<file path="config.mk">
export PLATFORM = sky130hd
export DESIGN_NAME = store_merge_unit_flat
export DESIGN_NICKNAME = d
export VERILOG_FILES = /design/src/rtl/store_pkg.sv /design/src/rtl/store_merge_unit_if.sv /design/src/rtl/store_lane_merge.sv /design/src/rtl/store_merge_unit.sv /design/src/flat_wrapper.sv
export SDC_FILE = /design/constraint.sdc
export NUM_CORES = 1
export LEC_CHECK = 0
export ABC_CLOCK_PERIOD_IN_PS = 2600
export CORE_UTILIZATION = 35
export CTS_CLUSTER_DIAMETER = 40
export DETAILED_ROUTE_END_ITERATION = 10
export PLACE_DENSITY = 0.71
export SLEW_MARGIN = 20
export SYNTH_ARGS = -nofsm -noshare
export SYNTH_HDL_FRONTEND = slang
export SYNTH_SLANG_ARGS = --single-unit
</file>
<file path="constraint.sdc">
create_clock -name clk -period 2.6 [get_ports clk]
set_input_delay 0.78 -clock clk [delete_from_list [all_inputs] [get_ports clk]]
set_output_delay 0.78 -clock clk [all_outputs]
set_load 0.01 [all_outputs]
</file>
<file path="src/rtl/store_pkg.sv">
// Shared types and helpers for the store merge unit.
package store_pkg;

  // Store width encoding as presented by the datapath; codes 4..7 are illegal.
  typedef enum logic [2:0] {
    ST_SD = 3'd0,
    ST_SB = 3'd1,
    ST_SH = 3'd2,
    ST_SW = 3'd3
  } st_size_t;

  typedef enum logic [2:0] {
    S_IDLE,
    S_RD,
    S_WAIT,
    S_WR,
    S_FIN
  } smu_state_t;

  // True when the byte offset does not meet the natural alignment of the size.
  function automatic logic is_misaligned(input logic [2:0] size, input logic [2:0] off);
    logic mis;
    mis = 1'b0;
    case (size)
      ST_SD:   mis = (off != 3'd0);
      ST_SH:   mis = off[0];
      ST_SW:   mis = (off[1:0] != 2'd0);
      default: mis = 1'b0;
    endcase
    return mis;
  endfunction

endpackage

</file>
<file path="src/rtl/store_merge_unit_if.sv">
// Request / data-memory bundle of the store merge unit.
interface store_merge_unit_if;
  logic        start;
  logic [2:0]  size;
  logic [63:0] addr;
  logic [63:0] wdata_in;
  logic [63:0] mem_rdata;
  logic [63:0] mem_addr;
  logic        mem_rd;
  logic        mem_wr;
  logic [63:0] mem_wdata;
  logic        busy;
  logic        done;
  logic        err;

  // Requester and memory side (drives requests and read data).
  modport master (
    output start, size, addr, wdata_in, mem_rdata,
    input  mem_addr, mem_rd, mem_wr, mem_wdata, busy, done, err
  );

  // The store merge unit itself.
  modport slave (
    input  start, size, addr, wdata_in, mem_rdata,
    output mem_addr, mem_rd, mem_wr, mem_wdata, busy, done, err
  );
endinterface

</file>
<file path="src/rtl/store_lane_merge.sv">
// Combinational byte-lane merge of store data into an aligned doubleword.
module store_lane_merge
  import store_pkg::*;
(
  input  logic [63:0] old_data,
  input  logic [63:0] new_data,
  input  logic [2:0]  size,
  input  logic [2:0]  off,
  output logic [63:0] merged
);

  logic [7:0]  base_en;
  logic [7:0]  lane_en;
  logic [63:0] shifted;

  // Build byte enables from size/offset and pick each byte from new or old data.
  always_comb begin
    // NOTE: every output of a combinational block gets a default first, so no path infers a latch.
    base_en = 8'h00;
    case (size)
      ST_SB:   base_en = 8'h01;
      ST_SH:   base_en = 8'h03;
      ST_SW:   base_en = 8'h0F;
      ST_SD:   base_en = 8'hFF;
      default: base_en = 8'h00;
    endcase
    lane_en = base_en << off;
    shifted = new_data << {off, 3'b000};
    merged  = old_data;
    for (int i = 0; i < 8; i++) begin
      if (lane_en[i]) merged[i*8 +: 8] = shifted[i*8 +: 8];
    end
  end

endmodule

</file>
<file path="src/rtl/store_merge_unit.sv">
// Store path to data memory: SD written directly, SB/SH/SW via read-modify-write.
module store_merge_unit
  import store_pkg::*;
#(
  parameter int RD_LAT = 1
) (
  input logic               clk,
  input logic               reset,
  store_merge_unit_if.slave bus
);

  localparam logic [1:0] LAST_CNT = 2'(RD_LAT - 1);

  smu_state_t  state, next_state;
  logic [1:0]  cnt;
  logic [2:0]  size_q;
  logic [2:0]  off_q;
  logic [63:0] wdata_q;
  logic        err_q;
  logic [63:0] mem_addr_q;
  logic [63:0] mem_wdata_q;
  logic [63:0] merged;
  logic        accept;
  logic        bad_req;
  logic        rdata_valid;

  assign accept      = (state == S_IDLE) && bus.start;
  assign bad_req     = bus.size[2] || is_misaligned(bus.size, bus.addr[2:0]);
  assign rdata_valid = (state == S_WAIT) && (cnt == LAST_CNT);

  store_lane_merge u_merge (
    .old_data (bus.mem_rdata),
    .new_data (wdata_q),
    .size     (size_q),
    .off      (off_q),
    .merged   (merged)
  );

  // State register, request latch, latency counter and write-data register.
  always_ff @(posedge clk) begin
    // NOTE: non-blocking assignments so every register samples the pre-edge values.
    if (reset) begin
      state       <= S_IDLE;
      cnt         <= '0;
      size_q      <= '0;
      off_q       <= '0;
      wdata_q     <= '0;
      err_q       <= 1'b0;
      mem_addr_q  <= '0;
      mem_wdata_q <= '0;
    end else begin
      state <= next_state;
      if (accept) begin
        size_q     <= bus.size;
        off_q      <= bus.addr[2:0];
        wdata_q    <= bus.wdata_in;
        err_q      <= bad_req;
        mem_addr_q <= {bus.addr[63:3], 3'b000};
        if (bus.size == ST_SD) mem_wdata_q <= bus.wdata_in;
      end
      if (state == S_RD) cnt <= '0;
      else if (state == S_WAIT) cnt <= cnt + 2'd1;
      if (rdata_valid) mem_wdata_q <= merged;
    end
  end

  // Next-state decode and Moore outputs.
  always_comb begin
    next_state = state;
    bus.mem_rd = 1'b0;
    bus.mem_wr = 1'b0;
    bus.busy   = 1'b1;
    bus.done   = 1'b0;
    bus.err    = 1'b0;
    case (state)
      S_IDLE: begin
        bus.busy = 1'b0;
        if (bus.start) begin
          if (bad_req)                 next_state = S_FIN;
          else if (bus.size == ST_SD)  next_state = S_WR;
          else                         next_state = S_RD;
        end
      end
      S_RD: begin
        bus.mem_rd = 1'b1;
        next_state = S_WAIT;
      end
      S_WAIT: begin
        if (rdata_valid) next_state = S_WR;
      end
      S_WR: begin
        bus.mem_wr = 1'b1;
        next_state = S_FIN;
      end
      S_FIN: begin
        bus.done   = 1'b1;
        bus.err    = err_q;
        next_state = S_IDLE;
      end
      default: next_state = S_IDLE;
    endcase
  end

  assign bus.mem_addr  = mem_addr_q;
  assign bus.mem_wdata = mem_wdata_q;

endmodule
</file>
<file path="src/flat_wrapper.sv">
// flat-port wrapper written by rule: the top's interface ports become plain ports
module store_merge_unit_flat import store_pkg::*;
#(
  parameter int RD_LAT = 1
)
  (clk, reset, bus_start, bus_size, bus_addr, bus_wdata_in, bus_mem_rdata, bus_mem_addr, bus_mem_rd, bus_mem_wr, bus_mem_wdata, bus_busy, bus_done, bus_err);
  store_merge_unit_if bus_i ();
  input logic clk;
  input logic reset;
  input wire logic [$bits(bus_i.start)-1:0] bus_start;
  input wire logic [$bits(bus_i.size)-1:0] bus_size;
  input wire logic [$bits(bus_i.addr)-1:0] bus_addr;
  input wire logic [$bits(bus_i.wdata_in)-1:0] bus_wdata_in;
  input wire logic [$bits(bus_i.mem_rdata)-1:0] bus_mem_rdata;
  output wire logic [$bits(bus_i.mem_addr)-1:0] bus_mem_addr;
  output wire logic [$bits(bus_i.mem_rd)-1:0] bus_mem_rd;
  output wire logic [$bits(bus_i.mem_wr)-1:0] bus_mem_wr;
  output wire logic [$bits(bus_i.mem_wdata)-1:0] bus_mem_wdata;
  output wire logic [$bits(bus_i.busy)-1:0] bus_busy;
  output wire logic [$bits(bus_i.done)-1:0] bus_done;
  output wire logic [$bits(bus_i.err)-1:0] bus_err;
  assign bus_i.start = bus_start;
  assign bus_i.size = bus_size;
  assign bus_i.addr = bus_addr;
  assign bus_i.wdata_in = bus_wdata_in;
  assign bus_i.mem_rdata = bus_mem_rdata;
  assign bus_mem_addr = bus_i.mem_addr;
  assign bus_mem_rd = bus_i.mem_rd;
  assign bus_mem_wr = bus_i.mem_wr;
  assign bus_mem_wdata = bus_i.mem_wdata;
  assign bus_busy = bus_i.busy;
  assign bus_done = bus_i.done;
  assign bus_err = bus_i.err;
  store_merge_unit #(.RD_LAT(RD_LAT)) u_core (.clk(clk), .reset(reset), .bus(bus_i));
endmodule
</file>
# [Yosys cells after proc, flatten, opt, wreduce, memory -nomap -nowiden]
# Index checks and enable logic that the tools add are counted.
[op_classes] n_eq_ne=11 n_reduce_logical=14 mux=23 add_sub_neg=1 shifts=2
[ops] op="two-way mux 64 bit" count=3
[ops] op="two-way mux 8 bit" count=8
[ops] op="<< shifter 64 x 6 -> 64 bit" count=1
[ops] op="one-hot mux 8 bit (4 select lines)" count=1
[ops] op="== test 3 x 2 -> 1 bit (second input constant)" count=6
[ops] op="one-hot mux 3 bit (4 select lines)" count=1
[ops] op="zero test 3 bit" count=3
[ops] op="two-way mux 3 bit" count=3
[ops] op="<< shifter 8 x 3 -> 8 bit" count=1
[ops] op="== test 3 x 1 -> 1 bit (second input constant)" count=2
[ops] op="nonzero test 2 bit" count=3
[ops] op="two-way mux 1 bit" count=5
[ops] op="AND reduction 2 bit" count=2
[ops] op="== test 3 bit (second input constant)" count=1
[ops] op="one-hot mux 1 bit (3 select lines)" count=1
[ops] op="nonzero test 3 bit" count=1
[ops] op="adder 2 x 1 -> 2 bit (second input constant)" count=1
[ops] op="logical AND 1 bit" count=2
[ops] op="zero test 2 bit" count=1
[ops] op="two-way mux 2 bit" count=1
[ops] op="!= test 2 x 1 -> 1 bit (second input constant)" count=1
[ops] op="!= test 2 bit (second input constant)" count=1
[ops] op="OR reduction 2 bit" count=1
[ops] op="logical OR 1 bit" count=1
[word_totals] wordCells=59 out_inout_bits=133 ff_bits=201 input_bits=198

# [Depth between registers and ports, before layout]
# Gate-level depths: netlist (run 1).
[logic_depth] depth_word=6 ltp_mapped=9 mapped_depth_nobuf=7

# [Modules after synthesis]
# A second synthesis (run 1) with hierarchy kept.
[unflattened] cells_unflattened=1281 hier_area_um2=10435.0
[by_module_without_submodules] mod="store_merge_unit" area_each_um2=7721.2 instances=1 seq_area_each_um2=4023.9 cells_per_inst=987
[by_module_without_submodules] mod="store_lane_merge" area_each_um2=2713.9 instances=1 seq_area_each_um2=0.0 cells_per_inst=294

# [Least setup slack after synthesis (run 1)]
# Ideal clock, no wire load.
[synth_path] path_type="input to register" start="in bus_addr[2]" end="reg u_core.state[0]" arrival_time_ns=2.038 path_stages=5 n_path_buf=0 setup_slack_ns=0.447 setup_time_ns=0.114 t_required_ns=2.486 cell_sequence="nor2b_1 o22ai_1 a22oi_1 or4b_2 a2111oi_0"
[synth_via] elab_chain_len=6
[synth_lines] item="from (decl)" line_no="flat_wrapper.sv:12" text="input wire logic [$bits(bus_i.addr)-1:0] bus_addr;"
[synth_lines] item="nonzero test 3 bit" line_no="store_pkg.sv:25" text="ST_SD: mis = (off != 3'd0);"
[synth_lines] item="one-hot mux 1 bit (3 select lines)" line_no="store_pkg.sv:24" text="case (size)"
[synth_lines] item="logical OR 1 bit" line_no="store_merge_unit.sv:28" text="assign bad_req = bus.size[2] || is_misaligned(bus.size, bus.addr[2:0]);"
[synth_lines] item="two-way mux 3 bit" line_no="store_merge_unit.sv:79" text="if (bad_req) next_state = S_FIN;"
[synth_lines] item="two-way mux 3 bit" line_no="store_merge_unit.sv:78" text="if (bus.start) begin"
[synth_lines] item="one-hot mux 3 bit (4 select lines)" line_no="store_merge_unit.sv:75" text="case (state)"
[synth_lines] item="to (signal assigned)" line_no="store_merge_unit.sv:52" text="state <= next_state;"
[synth_lines] item="to (decl)" line_no="store_merge_unit.sv:14" text="smu_state_t state, next_state;"
# Every way passes these cells. The select of a mux whose other input is x is not followed.
# A chain may end at the register's enable or synchronous reset.

# [Worst setup path in the final report (run 1)]
[layout_path] start="reg u_core.off_q[1]" end="reg u_core.mem_wdata_q[53] (netlist: u_core.bus.mem_wdata[53])"
[layout_via] elab_chain_len=3 word_cells_on_any_way=4 classes_between="shift: 2; mux: 2"
[layout_lines] item="from (decl)" line_no="store_merge_unit.sv:17" text="logic [2:0] off_q;"
[layout_lines] item="from (signal assigned)" line_no="store_merge_unit.sv:55" text="off_q <= bus.addr[2:0];"
[layout_lines] item="<< shifter 64 x 6 -> 64 bit or << shifter 8 x 3 -> 8 bit (tied branches)" line_no="store_lane_merge.sv:28, store_lane_merge.sv:27"
[layout_lines] item="two-way mux 8 bit *" line_no="store_lane_merge.sv:31" text="if (lane_en[i]) merged[i*8 +: 8] = shifted[i*8 +: 8];"
[layout_lines] item="two-way mux 64 bit *" line_no="store_merge_unit.sv:63" text="if (rdata_valid) mem_wdata_q <= merged;"
[layout_lines] item="to (signal assigned)" line_no="store_merge_unit.sv:59" text="if (bus.size == ST_SD) mem_wdata_q <= bus.wdata_in;"
[layout_lines] item="to (signal assigned)" line_no="store_merge_unit.sv:63"
[layout_lines] item="to (decl)" line_no="store_merge_unit.sv:21" text="logic [63:0] mem_wdata_q;"
# Mark *: on every way between the ends. The rest lies on a longest branch, timed or not.

==> impl_metrics.yaml, run 1 <==
layout:
  area_growth_pct: 50.9
  stdcell_count: 1915
  nFillCells: 2408
  nNetsFinal: 1717
  layout.area.seq_mm2: 0.00404
  multi_input_area_mm2: 0.00534
  drive_gt1_frac: 0.110
  final_util: 0.544
  diodes: 0
grt:
  grt_usage: 0.251
  grt_max_degree: 87
  grt_pass1_wl_um: 56100
  grt_pass1_vias: 9856
  antenna_found_initial: 0
  overflow: 0
clocking:
  cts_buffers: 35
  htreeDepth: 2
  post-cts-setup-buffer-count: 0
  cts_sinks: 201
  clk_path_buf_depth: 3
  hold_buffers: 0
  path_clk_slew_ns: 0.05
  cts_tree: "done"
  root_buffer: "clkbuf_16"
  clk_latency_ns: 0.50
placed_design:
  gp_congestion: 0.900
  dpl.hpwl_um: 27200
  dp.cells: 1853
  port_buffers: 327
sta:
  fin_skew_ns: 0.0212
  fmax_mhz: 390
  setup_violations: 0
  finalHoldViolations: 0
  whs_ns: 0.451
  grt_setup_unrepaired: "false"
  min_period_over_period: 0.987
  slew_viol_final: 0
  finalSetupTns_ns: 0
  relSlewSlack: 0.269
  layout_min_cycle_time_ns: 2.57
  tightest_slew_ns: 1.09
die:
  coreArea_mm2: 0.0273
  fp.dieArea_mm2: 0.0288
  io_pins: 331
  start_util: 0.361
  die_x_um: 170
  fp-row-count: 60
  fp.dieH_um: 170
pwr:
  ir_drop_uv: 500
  power.total_w: 0.00999
  pwr_density_cell_mw_per_mm2: 673
  p_leak_nw: 5.37
worst_setup_path:
  cp-end-kind: "flip-flop"
  cp_max_fo: 22
  worstPathArrival_ns: 2.92
  r2r_setup_slack_ns: 0.03
  cp-start-kind: "flip-flop"
  crit_required_ns: 2.95
  crit_type: "reg -> reg"
synthesis:
  yosysSeqAreaShare: 0.409
  synthTopCellsByArea: "dfxtp_1 41%, nand2_1 14%, a21oi_1 7.5%"
  syn_inst: 1211
  synth_flop_cell: "dfxtp_1"
  synth.top_cell.area_share: 0.409
  syn_area_per_cell_um2: 8.12
  synth_area_mm2: 0.00983
  ys_ff_latch: 201
  synth_cell_types: 54
  synth_edf_count: 0
  synth_top_area_cell: "dfxtp_1"
  async_flop_share: 0
  synth_warnings: 0
route:
  firstDrtPassIters: 5
  drc: 0
  vias: 10300
  drt-vias-per-instance: 5.39
  ant_nets: 0
  drt_iter0_drc: 842
  wl_um: 36800
  wl_per_cell_um: 19.2
run:
  maxCapViolCount: 0
worst_hold_path:
  hp-class: "reg -> reg"
outcome:
  outcome: "finished clean"
==> synthesized netlist by cell type (all sizes together) (5+ instances only) <==
cell type  instances
clkbuf            82
o32ai              8
dfxtp            201
mux4              21
a22oi             22
mux2i             46
a21oi            147
o211ai            17
nor3b             11
nor2              42
inv                8
a2bb2oi           16
o22ai             16
o21ai              9
nand2            367
mux2              17
and2              10
a31oi              9
nor3               8
nand4b             5
nor2b             10
o2111ai            6
o211a              9
a211oi            35
a2111oi            7
a311oi            24
buf               31
==> worst max-delay path, stage by stage (launching register included) <==
cell,delay [ns]
dfxtp_2,0.66
mux2i_1,0.31
a2bb2oi_1,0.48
nor2_1,0.07
a2111oi_0,0.65
buf_4,0.22
a2111oi_1,0.05
==> flip-flops by register name (all words and copies together), names as in the netlist <==
signal / flops
u_core.bus.mem_addr: 61
u_core.wdata_q: 64
u_core.size_q: 3
u_core.state: 3
u_core.bus.mem_wdata: 64
u_core.cnt: 2
u_core.off_q: 3
u_core.err_q: 1
==> metal layers <==
metal,up-vias,part of all wire,GRT usage,wire length (um)
li1,4914,-,-,-
met1,4872,0.44,0.341,16000
met2,485,0.46,0.401,17000
met3,49,0.085,0.0532,3140
met4,0,0.018,0.0650,662
met5,-,0,0,0
==> worst paths after layout <==
kind,end,from,cells after the start
worst max-delay path,u_core.bus.mem_wdata[53],u_core.off_q[1],6
worst min-delay path,u_core.bus.mem_addr[18],u_core.bus.mem_addr[18],2
worst max register to register,u_core.bus.mem_wdata[53],u_core.off_q[1],6
worst min register to register,u_core.bus.mem_addr[18],u_core.bus.mem_addr[18],2
==> report_power, final <==
part           leakage [nW]  internal [W]  switching, W
clock                 0.548       0.00278       0.00164
sequential             1.65       0.00331      0.000221
combinational          3.17       0.00101       0.00102
total                  5.37       0.00710       0.00288
==> area by class of cell <==
| class | count | area share |
|---|---|---|
| Clock buffer | 43 | 0.0651 |
| Multi-Input combinational cell | 891 | 0.360 |
| Timing Repair Buffer | 381 | 0.258 |
| Tap cell | 372 | 0.0314 |
| Clock inverter | 19 | 0.0119 |
| Inverter | 8 | 0.00202 |
| Sequential cell | 201 | 0.272 |
==> layout by cell type (no fill, tap or decap), drive strengths merged, types with 4 or more instances in the layout <==
cell type      synthesis  routed
nand2                367     367
clkdlybuf4s50          0     324
dfxtp                201     201
a21oi                147     147
buf                   31      55
mux2i                 46      46
clkbuf                82      43
nor2                  42      42
a211oi                35      35
a311oi                24      24
a22oi                 22      22
mux4                  21      21
o211ai                17      17
mux2                  17      17
a2bb2oi               16      16
o22ai                 16      16
inv                    8      15
nor3b                 11      11
nor2b                 10      10
and2                  10      10
o21ai                  9       9
a31oi                  9       9
o211a                  9       9
o32ai                  8       8
nor3                   8       8
a2111oi                7       7
o2111ai                6       6
clkinvlp               0       6
nand4b                 5       5
clkinv                 0       5
nand3                  4       4
==> cells by family after synthesis <==
family,count (synthesis),share of synthesized area
AOI/OAI and AO/OA,332,0.223
xor gates and xnor gates,1,0.000891
adders and majority gates,1,0.00127
buffers and inverters,121,0.0517
DFF,201,0.409
muxes,84,0.115
other,1,0.000381
and+or+nand+nor,470,0.199
==> per-stage QoR <==
stage / cell area (um^2) / setup slack (ns)
global route: 14800 / 0.0168
global placement: 13700 / -0.0596
finish: 14800 / 0.0333
detailed placement: 13700 / -0.203
CTS: 14800 / 0.0222
floorplan: 9840 / 0.447
==> what timing repair did <==
action                                  4_1_cts  5_1_grt
endpoints found under the setup margin        5        5
endpoints found under the hold margin         0        0
gates cloned                                  0        0
resized for setup                             5        5
No activity file was read; power rests on OpenSTA's default activity.
==> inputs of run 2 (changes only) <==
- CORE_UTILIZATION: 35 -> 37
- GPL_TIMING_DRIVEN: not set -> 0
- PLACE_DENSITY: 0.71 -> 0.74
==> run 2 against run 1 <==
  * Highest routed layer is now met5
  * Routed wire length is 13% higher
  * Design area is 0.31% lower
  * Count of clock-buffer cells in the layout is 2 lower
  * Register-to-register slack worse by 0.03 ns
  * Maximum frequency is 1.3% lower
  * Sequential share of layout area hardly changed
  * Combinational power is 4% higher
  * Clock skew is 0.0070 ns higher
  * Global-route usage is 4.5 points higher
  * Flip-flop and latch count stayed put
  * Clock power is 8.8% higher
  * Worst setup slack worse by 0.033 ns
==> impl_metrics.yaml, run 2 (synthesis gave the netlist of run 1 again) <==
worst_hold_path:
  hp-class: "reg -> reg"
  hold_path_depth: 2
  hold_end: "u_core.bus.mem_addr[26]"
  hp-start: "u_core.bus.mem_addr[26]"
route:
  wl_um: 41500
  wl_per_cell_um: 21.4
  drt_iter0_drc: 1107
  drc: 0
  ant_nets: 0
  firstDrtPassIters: 6
  drt-vias-per-instance: 5.63
  vias: 10900
worst_setup_path:
  rr_startpoint: "u_core.off_q[0]"
  cp-end-kind: "flip-flop"
  crit_required_ns: 3.01
  reg2reg_depth: 7
  reg2reg_to: "u_core.bus.mem_wdata[28]"
  crit_type: "reg -> reg"
  cp-start-kind: "flip-flop"
  r2r_setup_slack_ns: 0.0005
  crit_start: "u_core.off_q[0]"
  cp_max_fo: 10
  worstPathArrival_ns: 3.01
placed_design:
  dpl.hpwl_um: 31600
  dp.cells: 1874
  dpl_cell_area_mm2: 0.0135
  gp_congestion: 1.04
  port_buffers: 326
pwr:
  pwr_density_cell_mw_per_mm2: 706
  seq_power_share: 0.336
  swShare: 0.290
  p_sw_w: 0.00303
  combPwrFrac: 0.203
  internal_power_w: 0.00740
  pwr-share-clk: 0.461
  ir_drop_uv: 499
  p_leak_nw: 5.34
sta:
  finalHoldViolations: 0
  min_period_over_period: 1.00
  tightest_slew_ns: 1.10
  layout_min_cycle_time_ns: 2.60
  slew_viol_final: 0
  relSlewSlack: 0.260
  fmax_mhz: 385
  whs_ns: 0.451
  fin_skew_ns: 0.0282
  setup_violations: 0
  grt_setup_unrepaired: "false"
layout:
  layout_common_cells: "367 x nand2_1, 322 x clkdlybuf4s50_1, 201 x dfxtp_1"
  nFillCells: 2380
  layout.area.seq_mm2: 0.00402
  layout_commonest_cell: "nand2_1"
  drive_gt1_frac: 0.0924
  diodes: 0
  multi_input_area_mm2: 0.00533
  final_area_mm2: 0.0148
  stdcell_count: 1937
  area_growth_pct: 50.4
  nNetsFinal: 1776
die:
  fp.dieH_um: 165
  fp-row-count: 59
  start_util: 0.377
  fp.dieArea_mm2: 0.0272
  coreArea_mm2: 0.0261
  io_pins: 331
  die_x_um: 165
clocking:
  cts_tree: "done"
  clk_latency_ns: 0.52
  root_buffer: "clkbuf_16"
  cts_sinks: 201
  htreeDepth: 2
  hold_buffers: 0
  cts_buffers: 35
  clk_path_buf_depth: 3
  path_clk_slew_ns: 0.05
grt:
  antenna_found_initial: 1
  overflow: 0
  grt_pass1_wl_um: 60900
  grt_max_degree: 13
  grt_usage: 0.295
  grt_pass1_vias: 10600
outcome:
  outcome: "finished clean"
run:
  maxCapViolCount: 0
[run 2: cell types whose count changed in the layout (fill, tap and decap cells not counted), sizes merged]
cell	previous run	this run
clkbuf	43	125
buf	55	30
bufinv	1	5
dlygate4sd2	0	4
inv	15	11
clkdlybuf4s50	324	322
clkinv	5	7
dlymetal6s2s	2	0
[run 2: worst max-delay path by stage]
stage	slack, ns	end	cells after the start
floorplan	0.45	u_core.state[0]	5
global placement	-0.80	u_core.bus.mem_addr[46]	6
detailed placement	-0.82	u_core.bus.mem_addr[46]	6
CTS	0.02	u_core.bus.mem_wdata[52]	8
global route	0.002	bus_busy	4
finish	0.0005	u_core.bus.mem_wdata[28]	7
[run 2: final cells by class]
cell class | count | share of cell area
Buffer | 113 | 0.0336
Timing Repair Buffer | 327 | 0.221
Multi-Input combinational cell | 891 | 0.360
Tap cell | 335 | 0.0283
Clock inverter | 21 | 0.0195
Clock buffer | 41 | 0.0635
Inverter | 8 | 0.00203
Sequential cell | 201 | 0.272
[run 2: worst max-delay path, stage by stage (launching register included)]
cell	delay, ns
dfxtp_1	0.32
buf_2	0.24
clkbuf_4	0.31
buf_2	0.35
mux2i_1	0.67
mux2_2	0.28
nor2_1	0.05
a311oi_1	0.29
[run 2: power groups by stage]
stage               Clock [W]  Combinational (W)  Sequential, W
floorplan                   0            0.00101        0.00355
global placement            0            0.00205        0.00354
detailed placement          0            0.00207        0.00355
CTS                   0.00483            0.00209        0.00349
global route          0.00498            0.00226        0.00352
finish                0.00481            0.00212        0.00350
[run 2: repair_timing]
action,4_1_cts,5_1_grt
pin swaps,0,0
setup endpoints to repair,125,102
resized for setup,11,15
buffers inserted,1,0
[run 2: stage by stage]
stage	total power, W	util	setup TNS, ns	setup slack, ns
final	0.0104	0.568	0	0.000509
after global routing	0.0108	0.568	0	0.00161
after CTS	0.0104	0.567	0	0.0249
after detailed placement	0.00562	0.519	-90.76	-0.825
after global placement	0.00559	0.519	-87.75	-0.803
after floorplan	0.00456	-	0	0.447
[run 2: routing by layer]
layer / track usage / wire, um / vias to the layer above
li1: - / - / 5032
met3: 0.0701 / 4020 / 124
met2: 0.475 / 18900 / 624
met4: 0.121 / 1660 / 2
met5: 0 / 10 / -
met1: 0.377 / 16900 / 5132
